==> config.mk <==
export PLATFORM = sky130hd
export DESIGN_NAME = alpha2xinitial_axis
export DESIGN_NICKNAME = d
export VERILOG_FILES = /design/src/rtl/alpha2x_pkg.sv /design/src/rtl/alpha2xinitial_axis_argmax_lane.sv /design/src/rtl/alpha2xinitial_axis.sv
export SDC_FILE = /design/constraint.sdc
export NUM_CORES = 1
export LEC_CHECK = 0
export CAP_MARGIN = 10
export CORE_MARGIN = 2
export CORE_UTILIZATION = 40
export CTS_CLUSTER_SIZE = 8
export DETAILED_ROUTE_END_ITERATION = 12
export SYNTH_ARGS = -nofsm -noshare
export SYNTH_HDL_FRONTEND = slang
export SYNTH_SLANG_ARGS = --single-unit
==> constraint.sdc <==
create_clock -name clk -period 4.9 [get_ports clk]
set_input_delay 0.735 -clock clk [delete_from_list [all_inputs] [get_ports clk]]
set_output_delay 0.735 -clock clk [all_outputs]
set_load 0.005 [all_outputs]
==> src/rtl/alpha2x_pkg.sv <==
// Shared constants and helpers for the alpha -> initial-x argmax block.
// Latency: n/a (package only).
// Backpressure: n/a (package only).
package alpha2x_pkg;

  // Index width able to hold every candidate index 0..A-1, plus one spare bit.
  function automatic int awidth(input int a);
    return $clog2(a) + 1;
  endfunction

  // Bit positions inside x_initial_tuser.
  localparam int TUSER_SHORT  = 0;  // group closed by tlast before A beats
  localparam int TUSER_NOLAST = 1;  // A beats seen without tlast, group force-closed
  localparam int TUSER_W      = 2;

endpackage

==> src/rtl/alpha2xinitial_axis_argmax_lane.sv <==
// One channel of the running argmax: holds best value/index across a group.
// Latency: idx (and best) are combinational results including the current beat.
// Backpressure: none; the top only asserts en on accepted beats.
// Optional: MAXVAL_OUT_EN exposes the winning value on port best.
module argmax_lane #(
  parameter int DATAWIDTH = 16,
  parameter int AWIDTH    = 2,
  parameter int SIGNED_IN = 1,
  parameter int TIE_LAST  = 0
) (
  input  logic                 clk,
  input  logic                 rst,
  input  logic [DATAWIDTH-1:0] din,
  input  logic                 first,
  input  logic                 en,
  input  logic [AWIDTH-1:0]    k,
  output logic [AWIDTH-1:0]    idx
`ifdef MAXVAL_OUT_EN
  ,
  output logic [DATAWIDTH-1:0] best
`endif
);

  logic [DATAWIDTH-1:0] best_q, best_d;
  logic [AWIDTH-1:0]    idx_q, idx_d;
  logic                 beats;

  // Compare the new sample against the running best; first beat of a group always wins.
  always_comb begin
    if (SIGNED_IN != 0) begin
      beats = (TIE_LAST != 0) ? ($signed(din) >= $signed(best_q))
                              : ($signed(din) >  $signed(best_q));
    end else begin
      beats = (TIE_LAST != 0) ? (din >= best_q) : (din > best_q);
    end
    best_d = best_q;
    idx_d  = idx_q;
    if (en && (first || beats)) begin
      best_d = din;
      idx_d  = k;
    end
  end

  // Running best/index state.
  always_ff @(posedge clk) begin
    if (rst) begin
      best_q <= '0;
      idx_q  <= '0;
    end else begin
      best_q <= best_d;
      idx_q  <= idx_d;
    end
  end

  assign idx = idx_d;
`ifdef MAXVAL_OUT_EN
  assign best = best_d;
`endif

endmodule

==> src/rtl/alpha2xinitial_axis.sv <==
// Multi-channel streaming argmax: per lane, index of the largest alpha over an A-beat group.
// Latency: result valid 1 cycle after the group's final beat; back-to-back groups allowed.
// Backpressure: input ready = !out_valid | out_ready, so a held result stalls the input.
// Optional: MAXVAL_OUT_EN adds x_initial_maxval carrying each lane's winning value.
module alpha2xinitial_axis
  import alpha2x_pkg::*;
#(
  parameter int J         = 14,
  parameter int A         = 2,
  parameter int DATAWIDTH = 16,
  parameter int SIGNED_IN = 1,
  parameter int TIE_LAST  = 0,
  localparam int AWIDTH   = awidth(A)
) (
  input  logic                   clk,
  input  logic                   rst,
  input  logic [J*DATAWIDTH-1:0] alpha_u_col,
  input  logic                   alpha_u_col_tvalid,
  input  logic                   alpha_u_col_tlast,
  output logic                   alpha_u_col_tready,
  output logic [J*AWIDTH-1:0]    x_initial,
  output logic [TUSER_W-1:0]     x_initial_tuser,
  output logic                   x_initial_tvalid,
  input  logic                   x_initial_tready
`ifdef MAXVAL_OUT_EN
  ,
  output logic [J*DATAWIDTH-1:0] x_initial_maxval
`endif
);

  localparam logic [AWIDTH-1:0] K_LAST = AWIDTH'(A - 1);

  logic [AWIDTH-1:0]   k_q, k_d;
  logic [J*AWIDTH-1:0] x_q, x_d, lane_idx;
  logic [TUSER_W-1:0]  tuser_q, tuser_d;
  logic                vld_q, vld_d;
  logic                in_rdy, in_acc, last_k, grp_end;

  assign in_rdy  = !vld_q || x_initial_tready;
  assign in_acc  = alpha_u_col_tvalid && in_rdy;
  assign last_k  = (k_q == K_LAST);
  assign grp_end = in_acc && (alpha_u_col_tlast || last_k);

`ifdef MAXVAL_OUT_EN
  logic [J*DATAWIDTH-1:0] lane_best, maxval_q, maxval_d;
`endif

  for (genvar j = 0; j < J; j++) begin : g_lane
    argmax_lane #(
      .DATAWIDTH (DATAWIDTH),
      .AWIDTH    (AWIDTH),
      .SIGNED_IN (SIGNED_IN),
      .TIE_LAST  (TIE_LAST)
    ) u_lane (
      .clk   (clk),
      .rst   (rst),
      .din   (alpha_u_col[j*DATAWIDTH +: DATAWIDTH]),
      .first (k_q == '0),
      .en    (in_acc),
      .k     (k_q),
      .idx   (lane_idx[j*AWIDTH +: AWIDTH])
`ifdef MAXVAL_OUT_EN
      ,
      .best  (lane_best[j*DATAWIDTH +: DATAWIDTH])
`endif
    );
  end

  // Beat counter: advance on each accepted beat, wrap to 0 when a group closes.
  always_comb begin
    k_d = k_q;
    if (in_acc) begin
      k_d = grp_end ? '0 : k_q + 1'b1;
    end
  end

  // Output register: load on group end, otherwise drop valid once transferred.
  // A load can only happen when in_rdy is high, so it never overwrites a held result.
  always_comb begin
    x_d     = x_q;
    tuser_d = tuser_q;
    vld_d   = vld_q;
`ifdef MAXVAL_OUT_EN
    maxval_d = maxval_q;
`endif
    if (grp_end) begin
      x_d                  = lane_idx;
      tuser_d              = '0;
      tuser_d[TUSER_SHORT] = alpha_u_col_tlast && !last_k;
      tuser_d[TUSER_NOLAST] = last_k && !alpha_u_col_tlast;
      vld_d                = 1'b1;
`ifdef MAXVAL_OUT_EN
      maxval_d             = lane_best;
`endif
    end else if (vld_q && x_initial_tready) begin
      vld_d = 1'b0;
    end
  end

  // State registers.
  always_ff @(posedge clk) begin
    if (rst) begin
      k_q     <= '0;
      x_q     <= '0;
      tuser_q <= '0;
      vld_q   <= 1'b0;
`ifdef MAXVAL_OUT_EN
      maxval_q <= '0;
`endif
    end else begin
      k_q     <= k_d;
      x_q     <= x_d;
      tuser_q <= tuser_d;
      vld_q   <= vld_d;
`ifdef MAXVAL_OUT_EN
      maxval_q <= maxval_d;
`endif
    end
  end

  assign alpha_u_col_tready = in_rdy;
  assign x_initial          = x_q;
  assign x_initial_tuser    = tuser_q;
  assign x_initial_tvalid   = vld_q;
`ifdef MAXVAL_OUT_EN
  assign x_initial_maxval   = maxval_q;
`endif

endmodule

== Word level (Yosys, flattened, before mapping) ==
Index checks and enable logic that the tools add are counted.
Widths: inputs -> output; s select.
Storage, ports and cells
  register bits after elaboration: 285
  bits of input ports: 229
  output and inout port bits: 32
  logic and storage cells: 105
Operators by class
  $add $sub $neg: 1
  $lt $le $gt $ge: 14
  equal/unequal tests: 1
  multiplexer cells: 17
  reductions and logical operators: 40
Operator list (number)
  $gt 16x16->1: 14
  $mux 2: 15
  $logic_and 1x1->1: 19
  $logic_or 1x1->1: 16
  $logic_not 1->1: 3
  $add 2x1->2 const B: 1
  $eq 2x1->1 const B: 1
  $logic_not 2->1: 1
  $mux 1: 2
  $reduce_bool 2->1: 1

== Logic depth before layout (Yosys ltp) ==
  word-level depth: 5
  gate-level depth with buffers: 14
  depth with buffers taken out: 9

== Cells and area by module ==
A second synthesis with hierarchy kept.
Unflattened totals
  cell total of the unflattened synthesis: 2121
  area total of the unflattened synthesis: 19052.0 sq um
Modules (own cells, without submodules)
  argmax_lane: times used 14, cells each 141, area an instance 1253.7 sq um, sequential area each 360.3 sq um
  alpha2xinitial_axis: times used 1, cells each 147, area an instance 1500.2 sq um, sequential area each 660.6 sq um

== Worst setup path after synthesis ==
Ideal clock, no wire load.
  path type: register -> register
  from: register k_q[0]
  to: register g_lane[13].u_lane.best_q[10]
  library setup time: 128 ps
  data arrival time: 2710 ps
  data required time: 4772 ps
  setup slack: 2062 ps
  stages on the path, launching flop included: 13
  buffers on the path: 5
  clock period less this slack: 2838 ps
  cell sequence: dfxtp_1 clkbuf_1 clkbuf_1 inv_1 ha_1 buf_2 or4b_2 a21oi_1 a31oi_1 buf_2 buf_2 mux2i_1 nor2_1
Between the ends
  word-level cells in the longest chain between the ends: 3
Ends and longest elaborated chain
  start: declaration: line alpha2xinitial_axis.sv:33  | logic [AWIDTH-1:0] k_q, k_d;
  start signal: assignment: line alpha2xinitial_axis.sv:111  | k_q <= k_d;
  $logic_not 2->1: line alpha2xinitial_axis.sv:58  | .first (k_q == '0),
  $logic_or 1x1->1: line alpha2xinitial_axis_argmax_lane.sv:38  | if (en && (first || beats)) begin
  $logic_and 1x1->1: line alpha2xinitial_axis_argmax_lane.sv:38
  end signal: assignment: line alpha2xinitial_axis_argmax_lane.sv:50  | best_q <= best_d;
  end: declaration: line alpha2xinitial_axis_argmax_lane.sv:24  | logic [DATAWIDTH-1:0] best_q, best_d;
No other way between the ends.
A chain may end at the register's enable or synchronous reset.

== Worst setup path in the final report ==
  from: input alpha_u_col[153]
  to: register g_lane[9].u_lane.best_q[7]
Between the ends
  word-level cells in the longest chain between the ends: 3
Ends and longest elaborated chain
  start: declaration: line alpha2xinitial_axis.sv:17  | input logic [J*DATAWIDTH-1:0] alpha_u_col,
  $gt 16x16->1: line alpha2xinitial_axis_argmax_lane.sv:32  | : ($signed(din) > $signed(best_q));
  $logic_or 1x1->1: line alpha2xinitial_axis_argmax_lane.sv:38
  $logic_and 1x1->1: line alpha2xinitial_axis_argmax_lane.sv:38
  end signal: assignment: line alpha2xinitial_axis_argmax_lane.sv:50
  end: declaration: line alpha2xinitial_axis_argmax_lane.sv:24
No other way between the ends.

==> summary.txt <==
Critical path
  • Reg2reg end: x_initial[19]
  • Worst EP arrival: 3.76 ns
  • Crit Path Max Fanout: 22
  • Setup CP Type: in2reg
  • Crit Reg-Reg Startpoint: k_q[1]
  • R2r setup slk: 1.76 ns
  • Crit end category: register
  • Reg2Reg Depth: 8
  • Startpoint types: primary input
  • Req. time, crit path: 5.36 ns

Drt
  • Drt first pass iters: 5
  • Post-DR vias/cell: 5.256
  • Residual DRC: 0
  • DR iter-0 viols: 613
  • Routed WL: 44.56 mm
  • WL/cell: 16.33 um
  • Via count: 14.34k
  • Routed Antenna Nets: 0

Timing
  • Pins Over Slew Limit: 0
  • Peak Freq: 303.1 MHz
  • Crit share post-route: 0.6734
  • Worst hold slack: 0.4647 ns
  • Final Hold Viols: 0
  • Worst relative slew slack: 0.3397
  • Final setup skew: 0.01587 ns
  • Setup TNS: 0 ns
  • Worst Max-Slew Pin Slew: 0.9873 ns
  • Min Tclk post-route: 3.299 ns
  • RSZ-0062 raised after global routing: false
  • Final setup vio count: 0
  • Setup ws final: 1.601 ns

Cells and area
  • Synthesis-to-finish area growth: 24.28%
  • Diode count: 0
  • Storage cell area: 0.005705 mm^2
  • Area occupied by multi-input gates: 0.01020 mm^2
  • Nets@finish: 2635
  • Share of cells above drive strength 1: 0.04581
  • Filler cell count: 4056

Flow run
  • Max cap viols: 0

Synthesis
  • Netlist cell types: 58
  • Yosys top cell area share: 0.3309
  • Syn nets: 2411
  • Syn. warnings: 0
  • Mapped cell area: 0.01724 mm^2
  • Post-Synthesis Cells: 1956
  • Synth area leaders: dfxtp_1 (33%), ha_1 (16%), mux2i_1 (11%)
  • Number of synthesized flops with an enable pin: 0
  • Top_reg_cell synth: dfxtp_1
  • Synth cell count leaders: dfxtp_1 (285), inv_1 (230), ha_1 (226), mux2i_1 (186), nor2_1 (164)
  • Synth area leader: dfxtp_1
  • Sequential element share of the synthesized area: 0.3309
  • Syn Area/Cell: 8.814 um^2
  • Dominant cell by count in the synthesized netlist: dfxtp_1
  • Asr flop ratio synth: 0
  • Yosys reg bits: 285

GRT
  • First-pass GRT wire length: 70.86 mm
  • Grt ovf: 0
  • Antenna violations before repair: 3
  • Met3 usage: 0.05029
  • Met2 Use GR: 0.3344
  • Largest net degree at the start of global routing: 160
  • Vias in the first global route: 13.98k
  • GRT Resource Usage Total: 0.1959
  • Grt peak-use layer: met2
  • Global routing usage on met1: 0.2429

CTS
  • Cts bufs inserted: 41
  • H-tree depth: 2
  • Postcts setup bufs: 0
  • CTS tree: built
  • Post-CTS Hold Fix Bufs: 0
  • Clock tree buffer depth: 3
  • Skew-Pair Late Insertion Delay: 0.55 ns
  • Root Buffer Master: clkbuf_16
  • Clock Sinks: 285
  • CTS clk-pin slew, worst paths: 0.05 ns
  • Post-CTS Resized: 0

Power
  • Peak supply drop: 0.1922 mV
  • Combinational share of power: 0.247
  • Net Sw Power: 2013 uW
  • Leakage power figure: 0.008817 uW
  • Flop pwr share: 0.381
  • Switching share of total power: 0.2918
  • P_int: 4885 uW
  • Power Density: 322.0 mW/mm^2
  • Share of power burned in the clock network: 0.371

Placed design
  • Buffers on Ports: 260
  • GPL Wtd Cong: 0.8058
  • Dpl ws: 0.8663 ns
  • HPWL Detailed: 32.24 mm

Floorplanning
  • Chip height: 211.6 um
  • IO Pins: 261
  • Starting Density: 0.4029
  • Width of the die: 211.6 um
  • Core Area: 0.04279 mm^2
  • Row count: 76
  • Die footprint: 0.04478 mm^2

Worst hold path
  • Hold depth: 2
  • Worst Hold End: g_lane[4].u_lane.best_q[11]
  • Hold Crit Start: g_lane[4].u_lane.best_q[11]
  • HP Class: reg2reg

Status
  • Status: completed
flip-flops by register name, indices dropped and copies added (netlist names):
name and count:
g_lane.u_lane.best_q 224, x_initial_tvalid 1, x_initial 28, k_q 2
x_initial_tuser 2, g_lane.u_lane.idx_q 28
logic make-up after synthesis:
family                   synth area share
AO/OA/AOI/OAI                      0.1782
adder cells (fa/ha/maj)            0.1640
flip-flops                         0.3309
XOR/XNOR                        0.0005081
AND/OR/NAND/NOR                    0.1385
multiplexers                       0.1080
buffers and inverters             0.07983
routing by layer:
| layer | vias up | wire [um] |
|---|---|---|
| met5 | - | 27 |
| met4 | 4 | 1051 |
| met3 | 76 | 2429 |
| met2 | 234 | 20810 |
| met1 | 6696 | 20240 |
| li1 | 7333 | - |
cells in the final DEF, fill, tap and decap left out, drive strengths merged, types with 32 or more instances in the layout:
master and count:
nand3 37, o211ai 119, nor2 167, nand4 34, nand2b 108, nand2 41
clkbuf 45, dfxtp 285, a21o 48, o21ai 38, a21oi 149, buf 32
inv 231, clkdlybuf4s50 259, mux2i 186, ha 226
worst max-delay path, cell delays in order:
cell and delay, ns:
clkdlybuf4s50_1 0.44, ha_1 0.34, a21o_1 0.18, a21oi_1 0.17, o221ai_1 0.14, a211o_1 0.35
a21oi_2 0.73, buf_4 0.36, o211ai_1 0.12, a21oi_1 0.18
worst max-delay path by stage:
stage | to | slack [ns] | from
after floorplan | g_lane[13].u_lane.best_q[10] | 2.06 | k_q[0]
after global placement | x_initial[25] | 0.94 | alpha_u_col[202]
after detailed placement | x_initial[25] | 0.87 | alpha_u_col[202]
after CTS | x_initial[25] | 1.44 | alpha_u_col[202]
after global routing | g_lane[2].u_lane.best_q[4] | 1.38 | alpha_u_col[47]
final | g_lane[9].u_lane.best_q[7] | 1.60 | alpha_u_col[153]
metrics by stage:
stage / cell area (um^2) / total power [uW] / instances / util
after floorplan: 17240 / 3789 / 1956 / -
after global placement: 20300 / 4332 / 2682 / 0.4743
after detailed placement: 20300 / 4376 / 2682 / 0.4743
after CTS: 21400 / 7000 / 2728 / 0.5001
after global routing: 21430 / 7300 / 2729 / 0.5007
final: 21430 / 6898 / 2729 / 0.5007
final cells by class:
class,count,share of cell area
clock buffers,45,0.05104
clock inverters,1,0.0004088
inverters,230,0.04029
multi-input cells,1331,0.4760
flip-flops and latches,285,0.2663
well taps,546,0.03189
repair buffers,291,0.1341
power groups by stage:
| stage | clock [uW] | sequential, uW | combinational, uW |
|---|---|---|---|
| 2_1_floorplan | 0 | 2650 | 1140 |
| 3_3_place_gp | 0 | 2670 | 1660 |
| 3_5_place_dp | 0 | 2680 | 1700 |
| 4_1_cts | 2660 | 2630 | 1710 |
| 5_1_grt | 2730 | 2650 | 1910 |
| 6_report | 2560 | 2630 | 1700 |
No activity file was read; power rests on OpenSTA's default activity.
